`src/rtl/name_pattern_sequencer_pkg.sv`:
```
// Shared types and width helpers for the name-display pattern sequencer.
package name_pkg;

   typedef enum logic {
      IDLE = 1'b0,
      RUN  = 1'b1
   } state_t;

   function automatic int addr_w(input int depth);
      return (depth > 1) ? $clog2(depth) : 1;
   endfunction

   function automatic int len_w(input int depth);
      return $clog2(depth + 1);
   endfunction

endpackage

```
`src/rtl/name_pattern_sequencer_div_counter.sv`:
```
// Modulo-DIV prescaler: counts 0..DIV-1 while enabled, tc marks the last count.
module div_counter #(
   parameter int DIV = 4
) (
   input  logic clk,
   input  logic rst,
   input  logic clr,
   input  logic en,
   output logic tc
);

   localparam int CW = (DIV > 1) ? $clog2(DIV) : 1;
   localparam logic [CW-1:0] LAST = CW'(DIV - 1);

   logic [CW-1:0] r_cnt;

   always_ff @(posedge clk) begin
      if (rst || clr) begin
         r_cnt <= '0;
      end else if (en) begin
         r_cnt <= (r_cnt == LAST) ? '0 : r_cnt + CW'(1);
      end
   end

   assign tc = (r_cnt == LAST);

endmodule

```
`src/rtl/name_pattern_sequencer.sv`:
```
// Multi-channel column pattern player: each channel emits a square tone while its
// bit in the current column is set. Handshake: start (level) launches, stop aborts, done pulses.
module name_pattern_sequencer
   import name_pkg::*;
#(
   parameter int N_CH    = 8,
   parameter int DEPTH   = 16,
   parameter int HF_DIV  = 4,
   parameter int COL_DIV = 1000,
   localparam int AW     = addr_w(DEPTH),
   localparam int LW     = len_w(DEPTH)
) (
   input  logic            clk,
   input  logic            rst,
   input  logic            wr_en,
   input  logic [AW-1:0]   wr_addr,
   input  logic [N_CH-1:0] wr_data,
   input  logic [LW-1:0]   len,
   input  logic            loop,
   input  logic            start,
   input  logic            stop,
   output logic            busy,
   output logic            done,
   output logic [AW-1:0]   col_idx,
   output logic [N_CH-1:0] out,
   output state_t          dbg_state
);

   state_t          r_state, w_state_nxt;
   logic [N_CH-1:0] r_mem [DEPTH];
   logic [AW-1:0]   r_col, w_col_nxt;
   logic [N_CH-1:0] r_pat, w_pat_nxt;
   logic [N_CH-1:0] r_out, w_out_nxt;
   logic [LW-1:0]   r_len, w_len_nxt;
   logic            r_loop, w_loop_nxt;
   logic            r_done, w_done_nxt;

   logic            w_run;
   logic            w_tone_tc, w_col_tc;
   logic            w_tick, w_col_step;
   logic            w_last_col;
   logic [AW-1:0]   w_col_inc;

   assign w_run      = (r_state == RUN);
   assign w_tick     = w_run & w_tone_tc;
   assign w_col_step = w_run & w_col_tc;
   assign w_col_inc  = r_col + AW'(1);
   assign w_last_col = (LW'(r_col) + LW'(1)) >= r_len;

   // Prescalers are held at zero outside RUN so every playback starts in phase.
   div_counter #(.DIV(HF_DIV)) u_tone_div (
      .clk (clk),
      .rst (rst),
      .clr (!w_run),
      .en  (w_run),
      .tc  (w_tone_tc)
   );

   div_counter #(.DIV(COL_DIV)) u_col_div (
      .clk (clk),
      .rst (rst),
      .clr (!w_run),
      .en  (w_run),
      .tc  (w_col_tc)
   );

   // Pattern store: asynchronous read, so a load racing a write sees the old column.
   always_ff @(posedge clk) begin
      if (wr_en) begin
         r_mem[wr_addr] <= wr_data;
      end
   end

   always_ff @(posedge clk) begin
      if (rst) begin
         r_state <= IDLE;
         r_col   <= '0;
         r_pat   <= '0;
         r_out   <= '0;
         r_len   <= '0;
         r_loop  <= 1'b0;
         r_done  <= 1'b0;
      end else begin
         r_state <= w_state_nxt;
         r_col   <= w_col_nxt;
         r_pat   <= w_pat_nxt;
         r_out   <= w_out_nxt;
         r_len   <= w_len_nxt;
         r_loop  <= w_loop_nxt;
         r_done  <= w_done_nxt;
      end
   end

   always_comb begin
      w_state_nxt = r_state;
      w_col_nxt   = r_col;
      w_pat_nxt   = r_pat;
      w_len_nxt   = r_len;
      w_loop_nxt  = r_loop;
      w_done_nxt  = 1'b0;
      case (r_state)
         IDLE: begin
            if (start && !stop && (len != '0)) begin
               w_state_nxt = RUN;
               w_len_nxt   = len;
               w_loop_nxt  = loop;
               w_col_nxt   = '0;
               w_pat_nxt   = r_mem[0];
            end
         end
         RUN: begin
            if (stop) begin
               w_state_nxt = IDLE;
            end else if (w_col_step) begin
               if (!w_last_col) begin
                  w_col_nxt = w_col_inc;
                  w_pat_nxt = r_mem[w_col_inc];
               end else if (r_loop) begin
                  w_col_nxt = '0;
                  w_pat_nxt = r_mem[0];
               end else begin
                  w_state_nxt = IDLE;
                  w_done_nxt  = 1'b1;
               end
            end
         end
         default: w_state_nxt = IDLE;
      endcase
   end

   // Channels decide on next-cycle state/pattern so a bit that stays set keeps its phase.
   always_comb begin
      w_out_nxt = '0;
      for (int i = 0; i < N_CH; i++) begin
         if ((w_state_nxt == RUN) && w_pat_nxt[i]) begin
            w_out_nxt[i] = r_out[i] ^ w_tick;
         end
      end
   end

   always_comb begin
      busy      = w_run;
      done      = r_done;
      col_idx   = r_col;
      out       = r_out;
      dbg_state = r_state;
   end

endmodule

```
`config.mk`:
```
export PLATFORM = sky130hd
export DESIGN_NAME = name_pattern_sequencer
export DESIGN_NICKNAME = d
export VERILOG_FILES = /design/src/rtl/name_pattern_sequencer_pkg.sv /design/src/rtl/name_pattern_sequencer_div_counter.sv /design/src/rtl/name_pattern_sequencer.sv
export SDC_FILE = /design/constraint.sdc
export NUM_CORES = 1
export LEC_CHECK = 0
export BUFFER_PORTS_ARGS = -buffer_cell sky130_fd_sc_hd__buf_2
export CAP_MARGIN = 15
export CORE_MARGIN = 4
export CORE_UTILIZATION = 30
export CTS_CLUSTER_DIAMETER = 80
export DETAILED_ROUTE_END_ITERATION = 7
export REMOVE_ABC_BUFFERS = 1
export SLEW_MARGIN = 20
export SYNTH_ARGS = -nofsm -noshare
export SYNTH_HDL_FRONTEND = slang
export SYNTH_SLANG_ARGS = --single-unit
export TNS_END_PERCENT = 30
```
`constraint.sdc`:
```
create_clock -name clk -period 3.4 [get_ports clk]
set_input_delay 0.34 -clock clk [delete_from_list [all_inputs] [get_ports clk]]
set_output_delay 0.34 -clock clk [all_outputs]
set_load 0.05 [all_outputs]
```
==> impl_results.md, run 1 <==
- Post-CTS Setup Repair Bufs: 0
- CTS tree: done
- Vias in the first global route: about 4200
- DR vias/cell: slightly below 5
- Yosys top cell area share: 0.5327
- Post-DP HPWL: about 10000 µm
- Final instance area: ~8300 µm²
- Total CTS buffers: 17
- Worst slew pin tran: 800.4 ps
- Routed length per instance: between 15 and 20 µm
- Placement-stage cell area: slightly below 8000 µm²
- Critical path class: flip-flop to flip-flop
- Syn Inst Count: 466
- Drt drc: 0
- Die Y: 163.1 µm
- Count of final max-slew check failures: 0
- Routed via count: just over 4000
- Clock Tree Root: clkbuf_16
- Most frequent cell after synthesis: edfxtp_1
- Pleak: about 2.6 nW
- Die ar.: between 20000 and 30000 µm²
- Hold/Removal Path Class: input pin to flip-flop
- F_max: around 0.36 GHz
- Endpoints failing setup: 0
- Cell Area, Synth: 7216 µm²
- Startpoint types: flip-flop
- RSZ-0062 raised after global routing: false
- Worst clock skew: between 10 and 15 ps
- I/O pin total: 38
- Place WS: 644.3 ps
- DR pass1 iterations: 4
- Final period utilization: 0.8077
- Post-synth EDFFs: 128
- Crit path DAT: between 3000 and 4000 ps
- Initial Util: 0.3065
- Rel. slew slack: 0.4644
- # diodes: 0
- Mean Syn Cell Area: 15.48 µm²
- Total Routing Usage GR: 0.1195
- Yosys reg bits: 168
- Total gr overflow: 0
- Reg2reg setup slack: between 600 and 700 ps
- CTS max path bufs: 2
- Hold_buf cts: 0
- First-pass GRT wire length: roughly 24000 µm
- Final worst slack: about 650 ps
- Final Hold Vio Count: 0
- Final #Nets: 539
- Core Footprint: approximately 24000 µm²
- Total wire length: approximately 15000 µm
- P&R area growth vs syn: 15.68%
- Crit. End Element: flip-flop
- Synth Warn #: 0
- GPL Wtd Cong: 0.7602
- Die width: 163.1 µm
- DRT iter0 DRCs: 273
- Top cells by area, synth: edfxtp_1 (53%), dfxtp_1 (11%), mux4_2 (10%)
- Number of max-cap violations: 0
- FFs w/ async S/R, synth: 0
- Antenna violations before repair: 1
- Seq/Total Area, Yosys: 0.6437
- Area leader, netlist: edfxtp_1
- Top FF cell, synth: edfxtp_1
- Worst-Skew Late Latency: around 440 ps
- Post-synth cell types: 50
- Row cnt: 56
- Pwr Density: ~540 nW/µm²
- Max VDD drop: 0.3118 mV
- Status: finished clean
- Layout cell share with drive strength beyond 1: 0.2841
- Critical Path RT: between 3000 and 4000 ps
- CP Max Fanout: 9
- Synth cell count leaders: edfxtp_1 (128), nor2_1 (51), dfxtp_1 (40), mux4_2 (32), nand2_1 (22)
- CTS sink count: 168
- Port Buffers: 37
- # resized after CTS: 0
- H-tree depth reported by CTS: 4
- Largest net degree at the start of global routing: 35
- Clock slew at reported path FFs: ~70 ps
- Post-route minimum period: 2746 ps
- Routed Antenna Nets: 0
==> metal layers <==
layer,global-route usage,part of all wire,up-vias
met5,0,0.00080,-
met4,0.05299,0.026,2
met3,0.03280,0.057,28
met2,0.1781,0.46,95
met1,0.1637,0.45,2062
li1,-,-,1903
==> power by group <==
group / switching, mW / leakage (nW) / internal (mW)
clock network: 0.928 / 0.307 / 1.08
logic: 0.135 / 0.853 / 0.0618
registers: 0.0227 / 1.48 / 2.25
total: 1.09 / 2.64 / 3.39
==> cell families after synthesis <==
| family | share of synthesized area |
|---|---|
| compound gates | 0.05913 |
| xor+xnor | 0.01474 |
| fa+ha+maj | 0.01387 |
| buf+inv | 0.02809 |
| flops | 0.6437 |
| mux | 0.1359 |
| simple gates | 0.1046 |
==> critical path, cell delays in order (launching register included) <==
cell and delay [ps]:
dfxtp_1 390, ha_1 280, xor2_4 170, ha_1 260
a21o_1 180, a31oi_1 420, o2111ai_4 340, o221ai_2 240
nor2_1 90, nor4_1 290
==> worst paths after layout <==
| path | startpoint | end | depth (start not counted) |
|---|---|---|---|
| setup / recovery | col_idx[1] | r_pat[7] | 9 |
| hold / removal | loop | r_loop | 3 |
| setup reg to reg | col_idx[1] | r_pat[7] | 9 |
| hold reg to reg | u_tone_div.r_cnt[0] | u_tone_div.r_cnt[0] | 1 |
==> final cells by class <==
| cell class | count | area (µm²) |
|---|---|---|
| multi-input cells | 262 | 2369 |
| flip-flops and latches | 168 | 4646 |
| repair buffers | 45 | 245.2 |
| well taps | 319 | 399.1 |
| clock inverters | 15 | 210.2 |
| inverters | 14 | 52.55 |
| fillers | 2254 | 15200 |
| clock buffers | 17 | 425.4 |
==> layout by cell type, fill, tap and decap left out, types with 2 or more instances in the layout <==
cell,n
edfxtp_1,128
nor2_1,51
dfxtp_1,39
buf_2,37
mux4_2,32
nand2_1,22
a21oi_1,18
mux2i_1,17
clkbuf_16,17
nand3_1,14
nor4_2,14
inv_1,13
o221ai_2,8
o22ai_1,8
mux2_2,8
a2bb2oi_1,8
ha_1,8
buf_4,8
xor2_1,6
nor3_1,6
nand2b_1,6
clkinv_8,6
inv_6,5
nand3b_1,3
nand4_1,3
xnor2_1,3
and3_1,2
nor2b_1,2
nand4b_1,2
and2_1,2
nor4_1,2
inv_8,2
==> flip-flops by register name (all words and copies together), names as in the netlist <==
name	flops
r_mem	128
u_col_div.r_cnt	10
out	8
r_pat	8
r_len	5
col_idx	4
u_tone_div.r_cnt	2
busy	1
done	1
r_loop	1
==> metrics by stage <==
stage / utilization / setup TNS (ps) / hold slack [ps] / instances / power (mW)
floorplan: - / -26870 / 408.2 / 444 / 2.429
detailed placement: 0.3275 / 0 / 420.6 / 808 / 2.518
global route: 0.3545 / 0 / 153.2 / 840 / 4.625
global placement: 0.3275 / 0 / 417.0 / 808 / 2.508
finish: 0.3545 / 0 / 149.9 / 840 / 4.475
CTS: 0.3545 / 0 / 136.5 / 840 / 4.512
No activity file was read; power rests on OpenSTA's default activity.
==> run 2: changes to the inputs <==
==> constraint.sdc (replaced) <==
create_clock -name clk -period 2.65 [get_ports clk]
set_input_delay 0.265 -clock clk [delete_from_list [all_inputs] [get_ports clk]]
set_output_delay 0.265 -clock clk [all_outputs]
set_load 0.05 [all_outputs]
==> impl_results.md, run 2 (synthesized netlist as in run 1, its figures left out) <==
- Status: finished clean
- GPL Wtd Cong: 0.8047 (+5.9%)
- # resized after CTS: 0 (unchanged)
- Drt drc: 0 (unchanged)
- Initial Util: 0.3065 (unchanged)
- Post-route minimum period: 2526 ps (-220.3 ps)
- Buf/Inv on CP: 2 (+2)
- Largest net degree at the start of global routing: 34 (-2.9%)
- Critical Path Slowest Stage Cell: dfxtp_2
- Place WS: 165.8 ps (-478.5 ps)
- Core Footprint: 23540 µm² (unchanged)
- Crit path DAT: 2820 ps (-260 ps)
- Layout cell share with drive strength beyond 1: 0.3114 (+0.02738)
- Worst clock skew: 19.76 ps (+9.045 ps)
- DR vias/cell: 4.811 (-1.2%)
- CP peak stage delay: 330 ps (-90 ps)
- Total wire length: 15250 µm (+1.6%)
- Die width: 163.1 µm (unchanged)
- Total gr overflow: 0 (unchanged)
- First-pass GRT wire length: 23920 µm (-0.26%)
- Commonest non-fill, non-tap cell in the layout: edfxtp_1
- CP Max Fanout: 9 (unchanged)
- Startpoint types: flip-flop
- Final period utilization: 0.9532 (+0.1455)
- Final Hold Vio Count: 0 (unchanged)
- Largest register FFs: 128 (unchanged)
- Clock slew at reported path FFs: 70 ps (about the same)
- P&R area growth vs syn: 18.00%
- DR pass1 iterations: 4 (unchanged)
- Row cnt: 56 (unchanged)
- Worst slew pin tran: 825.7 ps (+25.25 ps)
- Critical Path RT: 2950 ps (-780 ps)
- Worst hold slack: 81.48 ps (-68.46 ps)
- CTS tree: done
- Hold/Removal Path Class: input pin to flip-flop
- Vias in the first global route: 4189 (-0.31%)
- Die ar.: 26600 µm² (unchanged)
- Pleak: 2.708 nW (+2.5%)
- Routed Antenna Nets: 0 (unchanged)
- Worst-path cell chain: ha_1 -> xor2_4 -> ha_1 -> a21o_1 -> a31oi_1 -> buf_4 -> o22a_1 -> buf_4 -> o221ai_2 -> nor2_1 -> nor4_2
- Antenna violations before repair: 1 (unchanged)
- # fillers: 2248 (-0.27%)
- Post-CTS Setup Repair Bufs: 0 (unchanged)
- Cell family with most CP delay: compound AO/OA/AOI/OAI gates
- CTS sink count: 168 (unchanged)
- Critical path class: flip-flop to flip-flop
- Die Y: 163.1 µm (unchanged)
- Total Routing Usage GR: 0.1187 (-0.0007649)
- Total CTS buffers: 17 (unchanged)
- Max VDD drop: 0.4102 mV (+32%)
- Regs by FF count: r_mem: 128 flops, u_col_div.r_cnt: 10 flops
- Hold_buf cts: 0 (unchanged)
- Final worst slack: 124.1 ps (-529.7 ps)
- Number of max-cap violations: 0 (unchanged)
- I/O pin total: 38 (unchanged)
- Port Buffers: 37 (unchanged)
- Most flops, register: r_mem
- H-tree depth reported by CTS: 4 (unchanged)
- Routed length per instance: 17.90 µm (+0.17%)
- CTS max path bufs: 2 (unchanged)
- Endpoints failing setup: 0 (unchanged)
- Clock Tree Root: clkbuf_16
- F_max: 0.3959 GHz (+8.7%)
- Routed via count: 4099 (+0.22%)
- Rel. slew slack: 0.4475 (-0.01690)
- Worst-Skew Late Latency: 440 ps (about the same)
- Post-DP HPWL: 10130 µm (+0.76%)
- Final #Nets: 551 (+2.2%)
- # diodes: 0 (unchanged)
- DRT iter0 DRCs: 260 (-4.8%)
- Pwr Density: 677.6 nW/µm² (+26%)
- Crit. End Element: flip-flop
- Power Total: 5.769 mW (+29%)
- Count of final max-slew check failures: 0 (unchanged)
- Commonest non-fill, non-tap cells in the layout: edfxtp_1 (128), nor2_1 (49), dfxtp_1 (38)
## run 2: power breakdown
group	total, mW	internal [mW]	switching [mW]
clock network	2.59	1.39	1.20
logic	0.270	0.0879	0.182
registers	2.91	2.89	0.0266
## run 2: final cells by class
type | count | area (µm²) | area share
sequential | 168 | 4647 | 0.5458
multi-input combinational | 263 | 2420 | 0.2842
clock buffer | 17 | 425.4 | 0.04996
tap | 319 | 399.1 | 0.04688
timing repair buffer | 56 | 352.8 | 0.04144
clock inverter | 15 | 217.7 | 0.02557
inverter | 14 | 52.55 | 0.006172
## run 2: worst min-delay path, delay by kind of cell
family	cells	cell delay (ps)
compound gates	1	50
simple gates	1	50
buf+inv	1	100
## run 2: per-stage QoR
stage	std cells	cell area [µm²]	TNS (ps)	util
3_3_place_gp	819	7819	0	0.3321
4_1_cts	851	8462	0	0.3594
3_5_place_dp	819	7819	0	0.3321
2_1_floorplan	444	7066	-43370	-
5_1_grt	852	8514	-20.93	0.3617
6_report	852	8514	0	0.3617
## run 2: final timing paths
path                                           from                   to  slack (ps)  cells after the start
worst max-delay path                     col_idx[0]             r_pat[3]         120                     11
worst min-delay path                         len[2]             r_len[2]          80                      3
worst max register to register           col_idx[0]             r_pat[3]         120                     11
worst min register to register  u_tone_div.r_cnt[0]  u_tone_div.r_cnt[0]         440                      1
## run 2: layer usage
metal	share of wire	track usage	up-vias	routed length, µm
met5	0.00079	0	-	12
met4	0.013	0.03622	2	199
met3	0.055	0.03558	16	835
met2	0.48	0.1847	108	7341
met1	0.45	0.1611	2048	6858
li1	-	-	1925	-
